===== src/rtl/apb_pkg.sv =====
// Shared types and constants for the APB master bridge.
//   state_t         - bridge FSM states
//   rsp_t           - registered response record (rdata, err, timeout)
//   TIMER_CLEAR_CMD - value written to the millisecond timer to clear it
package apb_pkg;

  typedef enum logic [1:0] {
    ST_IDLE   = 2'd0,
    ST_SETUP  = 2'd1,
    ST_ACCESS = 2'd2,
    ST_RESP   = 2'd3
  } state_t;

  typedef struct packed {
    logic [31:0] rdata;
    logic        err;
    logic        timeout;
  } rsp_t;

  localparam logic [31:0] TIMER_CLEAR_CMD = 32'd1514;

endpackage


===== src/rtl/apb_wait_timer.sv =====
// Saturating wait-state counter for the ACCESS phase.
//   pclk, preset : clock, asynchronous active-high reset
//   clr          : reset the count to zero (entry to SETUP)
//   en           : count one more low-pready cycle
//   expired      : count has reached TIMEOUT-1; always 0 when TIMEOUT == 0
module apb_wait_timer #(
  parameter int TIMEOUT = 256,
  parameter int TOW     = 16
) (
  input  logic pclk,
  input  logic preset,
  input  logic clr,
  input  logic en,
  output logic expired
);

  logic [TOW-1:0] count;

  always_ff @(posedge pclk or posedge preset) begin
    if (preset) begin
      count <= '0;
    end else if (clr) begin
      count <= '0;
    end else if (en && (count != '1)) begin
      count <= count + TOW'(1);
    end
  end

  generate
    if (TIMEOUT == 0) begin : g_no_timeout
      assign expired = 1'b0;
    end else begin : g_timeout
      localparam logic [TOW-1:0] LIMIT = TOW'(TIMEOUT - 1);
      // The count is checked before this cycle's increment, so expiry on
      // count == TIMEOUT-1 aborts after exactly TIMEOUT low-pready cycles.
      assign expired = (count >= LIMIT);
    end
  endgenerate

endmodule


===== src/rtl/apb_master_bridge.sv =====
// Single-outstanding APB3 initiator: valid/ready command in, APB transfer,
// valid/ready response out.
//   pclk, preset                      : clock, asynchronous active-high reset
//   cmd_valid/ready/write/addr/wdata  : command stream
//   rsp_valid/ready/rdata/err/timeout : response stream
//   psel/penable/pwrite/paddr/pwdata  : APB request
//   prdata/pready/pslverr             : APB completion
//
// state  | meaning
// IDLE   | cmd_ready=1, waiting for a command
// SETUP  | psel=1, penable=0, one cycle
// ACCESS | psel=1, penable=1, waiting for pready or timeout
// RESP   | rsp_valid=1, holding response until rsp_ready
module apb_master_bridge
  import apb_pkg::*;
#(
  parameter int ADDRWIDTH = 12,
  parameter int TIMEOUT   = 256,
  parameter int TOW       = 16
) (
  input  logic                 pclk,
  input  logic                 preset,
  input  logic                 cmd_valid,
  output logic                 cmd_ready,
  input  logic                 cmd_write,
  input  logic [ADDRWIDTH-1:0] cmd_addr,
  input  logic [31:0]          cmd_wdata,
  output logic                 rsp_valid,
  input  logic                 rsp_ready,
  output logic [31:0]          rsp_rdata,
  output logic                 rsp_err,
  output logic                 rsp_timeout,
  output logic                 psel,
  output logic                 penable,
  output logic                 pwrite,
  output logic [ADDRWIDTH-1:0] paddr,
  output logic [31:0]          pwdata,
  input  logic [31:0]          prdata,
  input  logic                 pready,
  input  logic                 pslverr
);

  state_t state, state_nxt;
  rsp_t   rsp_q, rsp_nxt;
  logic   cmd_take;
  logic   rsp_load;
  logic   tmr_clr;
  logic   tmr_en;
  logic   tmr_expired;

  apb_wait_timer #(
    .TIMEOUT (TIMEOUT),
    .TOW     (TOW)
  ) u_wait_timer (
    .pclk    (pclk),
    .preset  (preset),
    .clr     (tmr_clr),
    .en      (tmr_en),
    .expired (tmr_expired)
  );

  always_ff @(posedge pclk or posedge preset) begin
    if (preset) begin
      state <= ST_IDLE;
    end else begin
      state <= state_nxt;
    end
  end

  always_comb begin
    state_nxt = state;
    cmd_take  = 1'b0;
    rsp_load  = 1'b0;
    tmr_clr   = 1'b0;
    tmr_en    = 1'b0;
    rsp_nxt   = '0;
    case (state)
      ST_IDLE: begin
        if (cmd_valid) begin
          cmd_take  = 1'b1;
          tmr_clr   = 1'b1;
          state_nxt = ST_SETUP;
        end
      end
      ST_SETUP: begin
        state_nxt = ST_ACCESS;
      end
      ST_ACCESS: begin
        if (pready) begin
          rsp_load      = 1'b1;
          rsp_nxt.rdata = pwrite ? 32'd0 : prdata;
          rsp_nxt.err   = pslverr;
          state_nxt     = ST_RESP;
        end else begin
          tmr_en = 1'b1;
          if (tmr_expired) begin
            rsp_load        = 1'b1;
            rsp_nxt.err     = 1'b1;
            rsp_nxt.timeout = 1'b1;
            state_nxt       = ST_RESP;
          end
        end
      end
      ST_RESP: begin
        if (rsp_ready) begin
          state_nxt = ST_IDLE;
        end
      end
      default: begin
        state_nxt = ST_IDLE;
      end
    endcase
  end

  // Address/direction/data stay put from capture until the next command,
  // which keeps them stable across SETUP and ACCESS. Reads leave pwdata alone.
  always_ff @(posedge pclk or posedge preset) begin
    if (preset) begin
      paddr  <= '0;
      pwrite <= 1'b0;
      pwdata <= '0;
      rsp_q  <= '0;
    end else begin
      if (cmd_take) begin
        paddr  <= cmd_addr;
        pwrite <= cmd_write;
        if (cmd_write) begin
          pwdata <= cmd_wdata;
        end
      end
      if (rsp_load) begin
        rsp_q <= rsp_nxt;
      end
    end
  end

  // Decoded from registered state so all handshake/strobe outputs drop
  // together the moment preset rises.
  assign cmd_ready   = (state == ST_IDLE);
  assign psel        = (state == ST_SETUP) || (state == ST_ACCESS);
  assign penable     = (state == ST_ACCESS);
  assign rsp_valid   = (state == ST_RESP);
  assign rsp_rdata   = rsp_q.rdata;
  assign rsp_err     = rsp_q.err;
  assign rsp_timeout = rsp_q.timeout;

endmodule


===== config.mk =====
export PLATFORM = sky130hd
export DESIGN_NAME = apb_master_bridge
export DESIGN_NICKNAME = d
export VERILOG_FILES = /design/src/rtl/apb_pkg.sv /design/src/rtl/apb_wait_timer.sv /design/src/rtl/apb_master_bridge.sv
export SDC_FILE = /design/constraint.sdc
export NUM_CORES = 1
export LEC_CHECK = 0
export ABC_AREA = 0
export CORE_MARGIN = 2
export CORE_UTILIZATION = 43
export CTS_BUF_LIST = sky130_fd_sc_hd__clkbuf_16
export DETAILED_ROUTE_END_ITERATION = 12
export PLACE_DENSITY = 0.81
export SETUP_SLACK_MARGIN = 0.15
export SYNTH_ARGS = -nofsm -noshare
export SYNTH_HDL_FRONTEND = slang
export SYNTH_SLANG_ARGS = --single-unit

===== constraint.sdc =====
create_clock -name pclk -period 3.8 [get_ports pclk]
set_clock_uncertainty 0.2 [all_clocks]
set_input_delay 0.76 -clock pclk [delete_from_list [all_inputs] [get_ports pclk]]
set_output_delay 0.76 -clock pclk [all_outputs]
set_load 0.05 [all_outputs]

==> run metrics <==
Via density=about 5.3; CP max stage delay=0.89 ns; Hold-fix buffers, CTS=0; Residual DRC=0; WL/cell=17.1 um; f_max=327 MHz; cells after synthesis=322; reported max-cap violation count=0; Final Hold Fails=0; nets=between 500 and 600; CP top delay family=buffers and inverters; Post-synth EDFFs=0; gr usage total=21.2%; Worst Path Class, Setup=reg2out; YS warnings=0; Placed Area=~0.0057 mm^2; VDD IR max=about 600 uV; footprint of the multi-input gates=0.00141 mm^2; CP Capture Type=primary output; clk slew on worst S/H paths=0.07 ns; P_sw=2.80 mW; Row Count=34; Initial Utilization=44.6%; P_int=3.09 mW; Yosys reg bits=a little under 100; Clk network pwr share=roughly 14%; setup tns final=0 ns; min Tclk post-route=about 3 ns; PwrDens=between 900 and 1000 mW/mm^2; unrepaired setup endpoints after global routing=no; post-CTS setup buffers=0; port bufs=around 170; post-synthesis average cell area=around 12 um^2; part of the power in combinational logic=~57%; Design Area, Final=roughly 0.006 mm^2; initial antenna violation count=0; largest net degree at the start of global routing=75; CTS buffer count=9; Final ANT Viol Nets=0; max_slew headroom=around 52%; switching fraction of total power=a little under half; WP buf/inv=2; FFs w/ async S/R, synth=100%; final wirelength=10.2 mm; global route total overflow=0; crit path cell chain=inv_1, ha_1, clkdlybuf4s50_1; final slew viol count=0; Die W=between 90 and 100 um; leakage=roughly 2.6 nW; worst hold margin=roughly 0.28 ns; area of the mapped netlist=just under 0.004 mm^2; FILL cells=663; Post-Syn Nets=just over 400; Crit Path Max Fanout=9; DR iter-0 viols=between 100 and 150; Distinct cells, synth=33; period utilisation layout=about four fifths; Final setup viols=0; Slew @ Worst Pin=around 0.7 ns; area grow syn2layout=52.3%; Reg power frac=29.0%; H-tree lvl count=3; status=complete, no violations; CTS tree=yes; crit start category=register; drt pass-1 iters=4; Core Area=a little under 0.009 mm^2; total number of vias=about 3.2k; Die ar.=~0.01 mm^2; Main synth FF type=dfrtp_1; Final Wtd Congestion=0.853; Register Area=approximately 0.0024 mm^2; Root Buffer=clkbuf_16; class of the worst hold path=reg2reg; Skew-Pair Late Insertion Delay=0.33 ns; clock sink count=97; Worst path slowest cell=clkdlybuf4s50_1; DP Wirelength=around 7.3 mm; critical path required time=2.84 ns; Max Root-Sink Buffers=2; Worst Path Arrival=roughly 2.1 ns; register area share after synthesis=about 62%; vias in the first global route=3294; PostCTS Resize Cnt=0; I/O pin cnt=roughly 170; die extent in y=roughly 100 um; layout cells sized above 1=between 10% and 20%; Antenna diodes=0; first-pass GRT wire length=around 17 mm
## cell type report
| cell class | instances | area share (%) |
|---|---|---|
| clock inverters | 7 | 0.879 |
| well taps | 108 | 2.26 |
| clock buffers | 9 | 3.77 |
| flip-flops and latches | 97 | 40.6 |
| multi-input cells | 201 | 23.6 |
| inverters | 5 | 0.335 |
| repair buffers | 171 | 28.6 |
## path summary, 6_finish.rpt
path                                  startpoint                                  to  slack, ns  cells past startpoint
min in group asynchronous                 preset           rsp_rdata[11]$_DFFE_PP0P_       0.54                      2
setup / recovery            state[0]$_DFFE_PP0P_                             penable       0.74                      3
setup reg to reg            state[0]$_DFFE_PP0P_  u_wait_timer.count[15]$_DFFE_PP0P_       1.08                      6
max in group asynchronous                 preset                 rsp_err$_DFFE_PP0P_       2.11                      3
hold reg to reg            paddr[11]$_DFFE_PP0P_               paddr[11]$_DFFE_PP0P_       0.28                      2
hold / removal             paddr[11]$_DFFE_PP0P_               paddr[11]$_DFFE_PP0P_       0.28                      2
## cells in the mapped netlist (5+ instances only)
library cell  instances  area, um^2
nand2_1              51         191
a21oi_1              16        80.1
or4_1                 5        37.5
inv_1                 5        18.8
o31ai_1               7        52.6
o21ai_0               6        30.0
mux2_2               33         372
a22o_1               32         280
nor4_1                6        37.5
dfrtp_1              97        2430
nand3_1               5        25.0
clkbuf_1             15        56.3
## stage by stage
stage               power [mW]  util (%)  instances  setup slack [ns]
floorplan                 3.89         -        322             0.306
global placement          5.01      64.8        582             0.775
detailed placement        5.07      64.8        582             0.715
CTS                       5.94      67.9        598             0.746
global route              6.17      67.9        598             0.678
finish                    5.89      67.9        598             0.740
## worst register-to-register path, delay by kind of cell, from the launching register on
family,cells,cell delay (ns)
flip-flops,1,0.38
AO/OA/AOI/OAI,1,0.15
adder cells (fa/ha/maj),1,0.39
buffers and inverters,1,0.10
AND/OR/NAND/NOR,3,1.41
## state kept, by name, summed over array words and instances, names as in the netlist
register,count
rsp_err,1
paddr,12
u_wait_timer.count,16
state,2
pwdata,32
pwrite,1
rsp_timeout,1
rsp_rdata,32
## power by group through the flow
stage                     Clock, mW  Combinational [mW]  Sequential, mW
after global routing          0.916                3.49            1.76
final                         0.843                3.34            1.70
after detailed placement          0                3.35            1.72
after global placement            0                3.31            1.70
after floorplan                   0               0.737            3.15
after CTS                     0.867                3.37            1.71
## kinds of logic (layout without fill, tap and decap cells)
kind of cell / count (synthesis) / after routing / synth area share (%)
fa+ha+maj: 4 / 4 / 1.27
simple gates: 95 / 95 / 12.2
mux: 35 / 35 / 9.97
compound gates: 67 / 67 / 12.5
flops: 97 / 97 / 61.8
buf+inv: 24 / 192 / 2.33
## cells in the final DEF (no fill, tap or decap), types with 2 or more instances in the layout
cell type | netlist | routed
clkdlybuf4s50_1 | 0 | 165
dfrtp_1 | 97 | 97
nand2_1 | 51 | 51
mux2_2 | 33 | 33
a22o_1 | 32 | 32
a21oi_1 | 16 | 16
clkbuf_16 | 0 | 9
o31ai_1 | 7 | 7
nor4_1 | 6 | 6
o21ai_0 | 6 | 6
inv_1 | 5 | 5
nand3_1 | 5 | 5
or4_1 | 5 | 5
buf_4 | 0 | 5
nor3_1 | 4 | 4
nand4_1 | 4 | 4
or3_1 | 4 | 4
ha_1 | 4 | 4
nand2b_1 | 3 | 3
or3_2 | 3 | 3
nor2_1 | 4 | 3
o211ai_1 | 2 | 2
mux2i_1 | 2 | 2
clkinv_2 | 0 | 2
inv_6 | 0 | 2
clkinvlp_4 | 0 | 2
## layer usage
| metal | up-vias | global-route usage [%] | part of all wire (%) |
|---|---|---|---|
| met5 | - | 0 | 0 |
| met1 | 1549 | 26.8 | 42 |
| met4 | 0 | 4.95 | 0.66 |
| li1 | 1488 | - | - |
| met2 | 139 | 34.8 | 48 |
| met3 | 7 | 8.22 | 9.3 |
(Power assumes the default switching activity.)
